### src/rtl/srl_vec_pkg.sv
// Shared constants and helpers for the variable-tap shift register.
package srl_vec_pkg;

    // Legal parameter ranges for the shift register.
    localparam int WIDTH_MIN = 1;
    localparam int WIDTH_MAX = 64;
    localparam int DEPTH_MIN = 2;
    localparam int DEPTH_MAX = 256;

    // Ceiling log2 that never returns less than 1, so the tap address
    // always has at least one bit.
    function automatic int clog2_min1(input int n);
        int r;
        r = 0;
        for (int i = 0; i < 32; i++) begin
            if ((64'd1 << r) < 64'(n)) begin
                r = r + 1;
            end
        end
        return (r < 1) ? 1 : r;
    endfunction

endpackage

### src/rtl/srl_vec_cnt.sv
// Saturating fill counter with the tap-valid and full flags.
module srl_vec_cnt
    import srl_vec_pkg::*;
#(
    parameter int DEPTH         = 32,
    parameter bit IS_C_INVERTED = 1'b0,
    parameter int AW            = clog2_min1(DEPTH)
) (
    input  logic          C,
    input  logic          CLR_N,
    input  logic          CE,
    input  logic [AW-1:0] A,
    output logic [AW:0]   FILL,
    output logic          VALID,
    output logic          FULL
);

    localparam logic [AW:0] LP_FILL_MAX = (AW+1)'(DEPTH);

    logic [AW:0] r_fill = '0;
    logic [AW:0] w_fill_next;
    logic        w_a_oor;

    // Count one per enabled shift, sticking at DEPTH.
    always_comb begin
        w_fill_next = r_fill;
        if (CE && (r_fill != LP_FILL_MAX)) begin
            w_fill_next = r_fill + 1'b1;
        end
    end

    generate
        if (IS_C_INVERTED) begin : g_fall
            // Falling-edge counter register, cleared asynchronously.
            always_ff @(negedge C or negedge CLR_N) begin
                if (!CLR_N) r_fill <= '0;
                else        r_fill <= w_fill_next;
            end
        end else begin : g_rise
            // Rising-edge counter register, cleared asynchronously.
            always_ff @(posedge C or negedge CLR_N) begin
                if (!CLR_N) r_fill <= '0;
                else        r_fill <= w_fill_next;
            end
        end
    endgenerate

    // Addresses past the last stage alias to the last stage, so their
    // valid flag follows the full flag.
    always_comb begin
        w_a_oor = ({1'b0, A} >= LP_FILL_MAX);
        FULL    = (r_fill == LP_FILL_MAX);
        VALID   = w_a_oor ? FULL : (r_fill > {1'b0, A});
        FILL    = r_fill;
    end

endmodule

### src/rtl/srl_vec.sv
// Variable-tap shift register: DEPTH stages of WIDTH bits, a dynamic
// combinational tap, a cascade output and fill tracking.
module srl_vec
    import srl_vec_pkg::*;
#(
    parameter int               WIDTH         = 1,
    parameter int               DEPTH         = 32,
    parameter bit               IS_C_INVERTED = 1'b0,
    parameter logic [WIDTH-1:0] IS_D_INVERTED = '0,
    parameter logic [WIDTH-1:0] INIT          = '0,
    localparam int              AW            = clog2_min1(DEPTH)
) (
    input  logic             C,
    input  logic             CLR_N,
    input  logic             CE,
    input  logic [WIDTH-1:0] D,
    input  logic [AW-1:0]    A,
    output logic [WIDTH-1:0] Q,
    output logic [WIDTH-1:0] Q_LAST,
    output logic [AW:0]      FILL,
    output logic             VALID,
    output logic             FULL
);

    localparam int LP_TAPS = 1 << AW;

    // Declaration initialisers give the power-up state, matching reset.
    logic [WIDTH-1:0] r_stage [DEPTH] = '{default: INIT};
    logic [WIDTH-1:0] w_shift [DEPTH];
    logic [WIDTH-1:0] w_tap   [LP_TAPS];

    // Shifted-by-one view of the stage array, fresh data at stage 0.
    assign w_shift[0] = D ^ IS_D_INVERTED;
    generate
        for (genvar gi = 1; gi < DEPTH; gi++) begin : g_shift
            assign w_shift[gi] = r_stage[gi-1];
        end
    endgenerate

    generate
        if (IS_C_INVERTED) begin : g_fall
            // Falling-edge stage update; clear loads INIT without a clock.
            always_ff @(negedge C or negedge CLR_N) begin
                if (!CLR_N) begin
                    for (int i = 0; i < DEPTH; i++) r_stage[i] <= INIT;
                end else if (CE) begin
                    for (int i = 0; i < DEPTH; i++) r_stage[i] <= w_shift[i];
                end
            end
        end else begin : g_rise
            // Rising-edge stage update; clear loads INIT without a clock.
            always_ff @(posedge C or negedge CLR_N) begin
                if (!CLR_N) begin
                    for (int i = 0; i < DEPTH; i++) r_stage[i] <= INIT;
                end else if (CE) begin
                    for (int i = 0; i < DEPTH; i++) r_stage[i] <= w_shift[i];
                end
            end
        end
    endgenerate

    // Pad the tap table to a power of two; unused addresses show the
    // last stage so out-of-range taps match the cascade output.
    generate
        for (genvar gi = 0; gi < LP_TAPS; gi++) begin : g_tap
            if (gi < DEPTH) begin : g_real
                assign w_tap[gi] = r_stage[gi];
            end else begin : g_alias
                assign w_tap[gi] = r_stage[DEPTH-1];
            end
        end
    endgenerate

    assign Q      = w_tap[A];
    assign Q_LAST = r_stage[DEPTH-1];

    srl_vec_cnt #(
        .DEPTH         (DEPTH),
        .IS_C_INVERTED (IS_C_INVERTED),
        .AW            (AW)
    ) u_cnt (
        .C     (C),
        .CLR_N (CLR_N),
        .CE    (CE),
        .A     (A),
        .FILL  (FILL),
        .VALID (VALID),
        .FULL  (FULL)
    );

endmodule

### config.mk
export PLATFORM = sky130hd
export DESIGN_NAME = srl_vec
export DESIGN_NICKNAME = d
export VERILOG_FILES = /design/src/rtl/srl_vec_pkg.sv /design/src/rtl/srl_vec_cnt.sv /design/src/rtl/srl_vec.sv
export SDC_FILE = /design/constraint.sdc
export NUM_CORES = 1
export LEC_CHECK = 0
export CORE_UTILIZATION = 50
export CTS_CLUSTER_SIZE = 30
export DETAILED_ROUTE_END_ITERATION = 12
export GPL_ROUTABILITY_DRIVEN = 0
export PLACE_DENSITY = 0.78
export SYNTH_ARGS = -nofsm -noshare
export SYNTH_HDL_FRONTEND = slang
export SYNTH_SLANG_ARGS = --single-unit
### constraint.sdc
create_clock -name C -period 1.91 [get_ports C]
set_input_delay 0.191 -clock C [delete_from_list [all_inputs] [get_ports C]]
set_output_delay 0.191 -clock C [all_outputs]
set_load 0.01 [all_outputs]
==> results.py, run 1 <==
metrics = {
    "detailed_routing": {
        "totalWireLength_mm": 3.91,
        "num_vias": 1287,
        "drc": 0,
        "wl_per_cell_um": 16.7,
        "postRouteAntennaNets": 0,
        "viasPerCell": 5.48,
        "dr.first_iter.drc_count": 59,
        "drt-pass1-iter-count": 4,
    },
    "die": {
        "io_pins": 19,
        "die_area_um2": 4030,
        "num_rows": 21,
        "fp.dieH_um": 63.5,
        "core_area_um2": 3470,
        "die_x_um": 63.5,
        "start_util": 0.544,
    },
    "cts": {
        "ctsHoldBuffers": 0,
        "cts_max_level": 2,
        "clock_path_buffers": 2,
        "path_clk_slew_ns": 0.07,
        "root_buffer": "clkbuf_8",
        "clock_sink_count": 38,
        "cts_buffers": 5,
        "clk_latency_ns": 0.28,
        "cts_tree": "built",
    },
    "sta": {
        "setup_violations": 1,
        "fin_crit_ns": 2.05,
        "hold_viol": 0,
        "setup_slack_ns": -0.142,
        "tightest_slew_ns": 0.474,
        "final.period_utilization": 1.07,
        "slew_headroom": 0.684,
        "fin_skew_ns": 0.00598,
        "rsz0062_at_grt": "yes",
        "setup-tns-final_ns": -0.142,
        "finalMaxSlewViolations": 0,
        "max_freq_mhz": 487,
    },
    "power": {
        "power.leakage_nw": 1.19,
        "vdd_drop_max_mv": 0.732,
        "power_density_nw_per_um2": 1380,
        "p_total_w": 0.00350,
    },
    "yosys": {
        "yosys_warnings": 0,
        "synthesis.area_um2": 1890,
        "synth_edf_count": 0,
        "async_flop_share": 1.00,
        "synth_flop_cell": "dfrtp_1",
        "syn_nets": 144,
        "synth-seq-cells": 38,
        "synth_cells": 128,
        "ys_types": 28,
        "synth_seq_area_share": 0.504,
        "syn_area_per_cell_um2": 14.8,
    },
    "run": {
        "max-cap-violations": 0,
    },
    "cells_and_area": {
        "layout-drive-gt1-share": 0.508,
        "syn_to_final_growth_pct": 34.7,
        "final_util": 0.733,
        "nFillCells": 241,
        "diodes": 0,
        "layout.nets": 204,
    },
    "critical_path": {
        "reg2reg_to": "u_cnt.FILL[1]",
        "worst-endpoint-arrival_ns": 1.86,
        "cp-endpoint": "Q",
        "worstPathRequired_ns": 1.72,
        "path_class": "reg -> out",
        "worst_setup_path_start_kind": "flop",
        "critical_path.cell_chain": "mux4_2, nor2b_4, a2111oi_4, a31oi_1, and3_1, buf_2",
        "critPathMaxFanout": 3,
        "slowest_stage": "mux4_2",
        "crit_path_end_kind": "output pin",
        "ff2ff_setup_slack_ns": 0.04,
        "max_stage_delay_ns": 0.48,
        "crit_start": "r_stage[29]",
        "timing.rr.start": "u_cnt.FILL[1]",
        "r2r_cells": 9,
    },
    "outcome": {
        "violations": "setup timing",
        "outcome": "finished with violations",
    },
    "grt": {
        "antenna_found_initial": 0,
        "grt-ovfl-total": 0,
        "grt_pass1_vias": 1322,
        "grt_max_degree": 39,
        "track_usage": 0.206,
        "grt_pass1_wl_mm": 6.26,
    },
    "hold_path": {
        "hold_path_class": "in -> async",
    },
    "placed_design": {
        "port_buffers": 18,
        "dp_hpwl_mm": 2.67,
    },
}
==> per-layer routing <==
metal / vias to the layer above / GRT usage / share of wire
met5: - / 0 / 0
met4: 0 / 0.0938 / 0.020
met3: 10 / 0.0435 / 0.046
met2: 37 / 0.342 / 0.53
met1: 643 / 0.256 / 0.41
li1: 597 / - / -
==> report_power, final <==
part / internal, W / switching [W]
Sequential: 0.00114 / 0.000251
Combinational: 0.000987 / 0.000556
Clock: 0.000290 / 0.000278
==> Yosys cell counts, types with 3 or more instances <==
cell type   n  area share
mux2_2     33        0.20
nand3_1     3      0.0079
xnor2_1     4       0.019
nand2_1     3      0.0060
mux4_1      5       0.070
dfrtp_1    38        0.50
inv_1       6       0.012
mux4_2      3       0.036
ha_1        7       0.046
mux2i_1     3       0.016
clkbuf_1    4      0.0079
==> placed cells by master, fill, tap and decap left out, types with 2 or more instances in the layout <==
cell             instances
xnor2_1                  4
dfrtp_1                 38
mux4_2                   4
nand3_1                  3
nand2_1                  3
buf_2                    2
nand4_1                  2
buf_6                    2
clkdlybuf4s50_1         13
buf_4                   38
clkbuf_8                 6
ha_1                     6
mux2_2                  33
mux4_1                   4
inv_1                    6
mux2i_1                  3
==> kinds of logic after synthesis <==
kind of cell	after synthesis	synth area share
muxes	44	0.318
DFF	38	0.504
and+or+nand+nor	16	0.0504
buffers and inverters	12	0.0331
adders and majority gates	7	0.0464
AOI/OAI and AO/OA	6	0.0252
xor gates and xnor gates	5	0.0232
==> cell type report <==
type	count	area (um^2)	area share
repair buffers	59	493	0.194
well taps	46	57.6	0.0226
flip-flops and latches	38	951	0.374
multi-input cells	78	923	0.363
clock inverters	2	12.5	0.00492
clock buffers	6	82.6	0.0325
inverters	6	22.5	0.00886
==> worst max-delay path: cells and delay by family, from the launching register on <==
family / cells / cell delay (ns)
muxes: 1 / 0.48
DFF: 1 / 0.41
and+or+nand+nor: 2 / 0.30
AOI/OAI and AO/OA: 2 / 0.25
buffers and inverters: 1 / 0.13
==> registers in the layout, indices dropped and copies added, names as in the netlist <==
signal	count
u_cnt.FILL	6
Q_LAST	1
r_stage	31
==> stage by stage <==
step / cell area [um^2] / setup slack, ns / cells / hold WS (ns)
floorplan: 1890 / 0.0900 / 128 / -0.105
global placement: 2360 / -0.748 / 221 / 0.505
detailed placement: 2360 / -0.841 / 221 / 0.522
CTS: 2490 / -0.164 / 232 / 0.336
global route: 2540 / -0.164 / 235 / 0.358
finish: 2540 / -0.142 / 235 / 0.323
==> worst min-delay path by stage <==
stage / startpoint / endpoint / slack [ns] / cells after the start
6_report: CLR_N / u_cnt.FILL[4] / 0.32 / 2
5_1_grt: CLR_N / r_stage[13] / 0.36 / 2
4_1_cts: CLR_N / u_cnt.FILL[2] / 0.34 / 2
3_5_place_dp: u_cnt.FILL[5] / u_cnt.FILL[5] / 0.52 / 1
3_3_place_gp: r_stage[2] / r_stage[2] / 0.50 / 1
2_1_floorplan: CLR_N / Q_LAST / -0.10 / 0
==> repair_timing <==
action                     4_1_cts  5_1_grt
setup endpoints to repair        3        2
resized for setup               20        5
setup buffers                    3        3
pin swaps                        5        2
Power figures use the tool's default switching activity.
==> inputs of run 2 (changes only) <==
--- a/config.mk
+++ b/config.mk
@@ -10,6 +10,7 @@
 export DETAILED_ROUTE_END_ITERATION = 12
 export GPL_ROUTABILITY_DRIVEN = 0
 export PLACE_DENSITY = 0.78
+export SKIP_CTS_REPAIR_TIMING = 1
 export SYNTH_ARGS = -nofsm -noshare
 export SYNTH_HDL_FRONTEND = slang
 export SYNTH_SLANG_ARGS = --single-unit
==> run 2 against run 1 <==
Effect of this change:
- the run still ends with setup timing left
- cell count fell by 2.1%
- first-iteration DRC count fell by 5.1%
- global-route usage fell by 0.54 points
- critical path type unchanged
- highest routed layer unchanged
- sequential share of layout area rose by 0.50 points
==> results.py, run 2 (synthesized netlist as in run 1, its figures left out) <==
metrics = {
    "grt": {
        "grt_pass1_vias": 1298,
        "track_usage": 0.201,
        "grt_max_degree": 39,
        "grt_pass1_wl_mm": 6.09,
        "grt-ovfl-total": 0,
        "antenna_found_initial": 0,
    },
    "sta": {
        "hold_viol": 0,
        "fin_skew_ns": 0.00661,
        "finalMaxSlewViolations": 0,
        "final.period_utilization": 1.10,
        "rsz0062_at_grt": "yes",
        "tightest_slew_ns": 0.477,
        "max_freq_mhz": 474,
        "setup_violations": 2,
        "fin_hold_ws_ns": 0.329,
        "slew_headroom": 0.682,
        "setup_slack_ns": -0.200,
        "fin_crit_ns": 2.11,
    },
    "die": {
        "fp.dieH_um": 63.5,
        "core_area_um2": 3470,
        "die_area_um2": 4030,
        "io_pins": 19,
        "num_rows": 21,
        "die_x_um": 63.5,
        "start_util": 0.544,
    },
    "power": {
        "power.leakage_nw": 1.20,
        "p_total_w": 0.00342,
        "vdd_drop_max_mv": 0.733,
        "power_density_nw_per_um2": 1360,
    },
    "hold_path": {
        "hold_path_class": "in -> async",
    },
    "cts": {
        "clk_latency_ns": 0.28,
        "path_clk_slew_ns": 0.07,
        "clock_path_buffers": 2,
        "cts_max_level": 2,
        "cts_tree": "built",
        "cts_buffers": 5,
        "root_buffer": "clkbuf_8",
        "clock_sink_count": 38,
    },
    "critical_path": {
        "worst_setup_path_start_kind": "flop",
        "critPathMaxFanout": 3,
        "worst-endpoint-arrival_ns": 1.92,
        "path_class": "reg -> out",
        "worstPathRequired_ns": 1.72,
        "crit_path_end_kind": "output pin",
    },
    "detailed_routing": {
        "dr.first_iter.drc_count": 56,
        "wl_per_cell_um": 16.4,
        "viasPerCell": 5.33,
        "totalWireLength_mm": 3.78,
        "num_vias": 1227,
        "drt-pass1-iter-count": 4,
        "drc": 0,
        "postRouteAntennaNets": 0,
    },
    "cells_and_area": {
        "regMostFlops": "r_stage",
        "nFillCells": 249,
        "syn_to_final_growth_pct": 32.9,
        "layout-drive-gt1-share": 0.473,
        "diodes": 0,
        "mostFrequentLayoutCells": "dfrtp_1 (38), mux2_2 (33), buf_4 (33)",
        "largest_register_ffs": 31,
        "layout_commonest_cell": "dfrtp_1",
        "layout.nets": 199,
        "finalNonFillerCells": 230,
    },
    "outcome": {
        "violations": "setup timing",
        "outcome": "finished with violations",
    },
    "run": {
        "max-cap-violations": 0,
    },
    "placed_design": {
        "port_buffers": 18,
        "dp.cells": 221,
        "dpl_worst_slack_ns": -0.841,
        "dp_hpwl_mm": 2.67,
    },
}
==> run 2: layer usage <==
layer,vias up,track usage,share of wire
li1,585,-,-
met3,4,0.0435,0.028
met4,0,0.0795,0.011
met1,618,0.251,0.43
met5,-,0,0
met2,20,0.335,0.53
==> run 2: where the power goes <==
part	leakage [nW]	switching, W	internal [W]
registers	0.470	0.000241	0.00114
logic	0.687	0.000527	0.000952
clock network	0.0472	0.000278	0.000290
==> run 2: per-stage QoR <==
step | TNS (ns) | cell area (um^2) | utilization
after floorplan | 0 | 1890 | -
after global placement | -1.49 | 2360 | 0.681
after detailed placement | -1.63 | 2360 | 0.681
after CTS | -1.90 | 2460 | 0.708
after global routing | -0.344 | 2510 | 0.723
final | -0.206 | 2510 | 0.723
==> run 2: worst paths after layout <==
path	from	to	slack, ns	depth (start not counted)
min	CLR_N	r_stage[28]	0.33	2
max in group asynchronous	CLR_N	r_stage[22]	1.25	2
max	r_stage[30]	Q	-0.20	5
min reg2reg	r_stage[14]	r_stage[13]	0.54	1
max reg2reg	u_cnt.FILL[1]	u_cnt.FILL[1]	0.12	8
min in group C	r_stage[14]	r_stage[13]	0.54	1
==> run 2: area by class of cell <==
class,instances,area [um^2],share of cell area
clock inverters,2,12.5,0.00499
clock buffers,6,82.6,0.0329
inverters,6,22.5,0.00898
flip-flops and latches,38,951,0.379
repair buffers,54,475,0.190
multi-input cells,78,907,0.362
well taps,46,57.6,0.0229
==> run 2: critical path: stages, from the launching register on <==
cell,delay (ns)
dfrtp_1,0.41
mux4_2,0.51
a2111oi_4,0.37
a31oi_1,0.06
and3_1,0.15
buf_2,0.13
==> inputs of run 3 (changes only) <==
--- a/config.mk
+++ b/config.mk
@@ -5,6 +5,7 @@
 export SDC_FILE = /design/constraint.sdc
 export NUM_CORES = 1
 export LEC_CHECK = 0
+export CORE_MARGIN = 3
 export CORE_UTILIZATION = 50
 export CTS_CLUSTER_SIZE = 30
 export DETAILED_ROUTE_END_ITERATION = 12
==> run 3 against run 2 <==
Effect of this change:
- sequential power about the same
- maximum frequency rose by 2.0%
- setup slack improved by 0.042 ns
- routed wire length is 1.7% lower
- global-route usage decreased by 0.70 points
- sequential cell count unchanged
- total power is 0.34% higher
- the run still ends with setup timing left
==> results.py, run 3 (synthesized netlist as in run 1, its figures left out) <==
metrics = {
    "critical_path": {
        "critPathBufInv": 1,
        "max_stage_delay_ns": 0.49,
        "cp.depth": 5,
        "slowest_stage": "mux4_2",
        "cp_top_family": "multiplexers",
        "critPathMaxFanout": 3,
        "worst_setup_path_start_kind": "flop",
        "critical_path.cell_chain": "mux4_2, a2111oi_4, a31oi_1, and3_1, buf_2",
        "timing.rr.start": "u_cnt.FILL[1]",
        "path_class": "reg -> out",
        "crit_path_end_kind": "output pin",
        "worst-endpoint-arrival_ns": 1.88,
        "worstPathRequired_ns": 1.72,
        "reg2reg_to": "u_cnt.FILL[1]",
        "r2r_cells": 8,
        "ff2ff_setup_slack_ns": 0.16,
    },
    "grt": {
        "met1_usage": 0.217,
        "antenna_found_initial": 0,
        "grt-ovfl-total": 0,
        "grt_pass1_vias": 1369,
        "grt_max_degree": 39,
        "busiest_layer": "met2",
        "grtUsageMet2": 0.337,
        "grt_pass1_wl_mm": 6.33,
        "grtUsageMet3": 0.0566,
        "track_usage": 0.194,
    },
    "power": {
        "clockPowerShare": 0.165,
        "power.leakage_nw": 1.21,
        "power_density_nw_per_um2": 1370,
        "p_comb_frac": 0.433,
        "switchingPower_w": 0.00106,
        "p_total_w": 0.00344,
        "p_int_w": 0.00238,
        "sw_frac_of_total": 0.307,
        "vdd_drop_max_mv": 0.796,
        "share_seq_of_total_power": 0.402,
    },
    "sta": {
        "rsz0062_at_grt": "yes",
        "final.period_utilization": 1.08,
        "fin_skew_ns": 0.00572,
        "tightest_slew_ns": 0.484,
        "hold_viol": 0,
        "slew_headroom": 0.678,
        "setup_violations": 2,
        "setup_slack_ns": -0.158,
        "fin_crit_ns": 2.07,
        "finalMaxSlewViolations": 0,
        "max_freq_mhz": 484,
    },
    "placed_design": {
        "port_buffers": 18,
        "dpl_worst_slack_ns": -0.834,
        "dp.cells": 223,
        "dp_hpwl_mm": 2.78,
        "dpl_cell_area_um2": 2380,
    },
    "detailed_routing": {
        "wl_per_cell_um": 16.0,
        "dr.first_iter.drc_count": 48,
        "postRouteAntennaNets": 0,
        "totalWireLength_mm": 3.71,
        "viasPerCell": 5.29,
        "drt-pass1-iter-count": 4,
        "num_vias": 1228,
        "drc": 0,
    },
    "hold_path": {
        "hold_path_class": "in -> async",
    },
    "cts": {
        "clk_latency_ns": 0.29,
        "cts_max_level": 2,
        "clock_path_buffers": 2,
        "root_buffer": "clkbuf_8",
        "clock_sink_count": 38,
        "cts_tree": "built",
        "path_clk_slew_ns": 0.07,
        "cts_buffers": 5,
    },
    "cells_and_area": {
        "largest_register_ffs": 31,
        "design_area_um2": 2500,
        "finalNonFillerCells": 232,
        "layout.nets": 201,
        "mostFrequentLayoutCells": "dfrtp_1 (38), buf_4 (36), mux2_2 (33)",
        "final_util": 0.716,
        "diodes": 0,
        "layout-drive-gt1-share": 0.468,
        "layout_commonest_cell": "dfrtp_1",
        "syn_to_final_growth_pct": 32.6,
        "regMostFlops": "r_stage",
    },
    "die": {
        "core_area_um2": 3490,
        "start_util": 0.540,
        "die_area_um2": 4550,
        "io_pins": 19,
        "num_rows": 21,
        "die_x_um": 67.5,
        "fp.dieH_um": 67.5,
    },
    "outcome": {
        "outcome": "finished with violations",
        "violations": "setup timing",
    },
    "run": {
        "max-cap-violations": 0,
    },
}
## run 3: worst reg2reg max path, stage by stage (launching register included)
cell,delay (ns)
dfrtp_1,0.39
buf_4,0.16
inv_1,0.05
ha_1,0.14
nand2_1,0.06
nor4_2,0.19
buf_4,0.16
nand2b_1,0.14
mux2_2,0.36
## run 3: cell type report
cell class,instances,area [um^2]
Sequential cell,38,951
Inverter,6,22.5
Clock inverter,1,5.00
Timing Repair Buffer,56,487
Clock buffer,7,86.3
Multi-Input combinational cell,78,895
Tap cell,46,57.6
Fill cell,249,991
## run 3: per-stage QoR
step                setup TNS (ns)  hold slack (ns)
floorplan                        0           -0.105
CTS                          -1.90            0.331
finish                      -0.308            0.317
global placement             -1.47            0.503
detailed placement           -1.61            0.508
global route                -0.482            0.358
## run 3: power by group through the flow
stage / clock network (W) / registers (W) / logic [W]
after floorplan: 0 / 0.00138 / 0.000666
after global placement: 0 / 0.00136 / 0.00138
after detailed placement: 0 / 0.00139 / 0.00147
after CTS: 0.000585 / 0.00137 / 0.00147
after global routing: 0.000620 / 0.00142 / 0.00165
final: 0.000567 / 0.00138 / 0.00149
## run 3: per-layer routing
| layer | vias up | wire, um |
|---|---|---|
| met5 | - | 0 |
| met4 | 0 | 56 |
| met3 | 6 | 149 |
| met2 | 22 | 1970 |
| met1 | 620 | 1530 |
| li1 | 580 | - |
## run 3: how the worst max path moves through the flow
stage,from,endpoint,slack [ns]
after floorplan,u_cnt.FILL[0],u_cnt.FILL[1],0.09
after global placement,A[1],Q,-0.74
after detailed placement,A[1],VALID,-0.83
after CTS,A[1],VALID,-0.84
after global routing,u_cnt.FILL[1],VALID,-0.24
final,r_stage[30],Q,-0.16
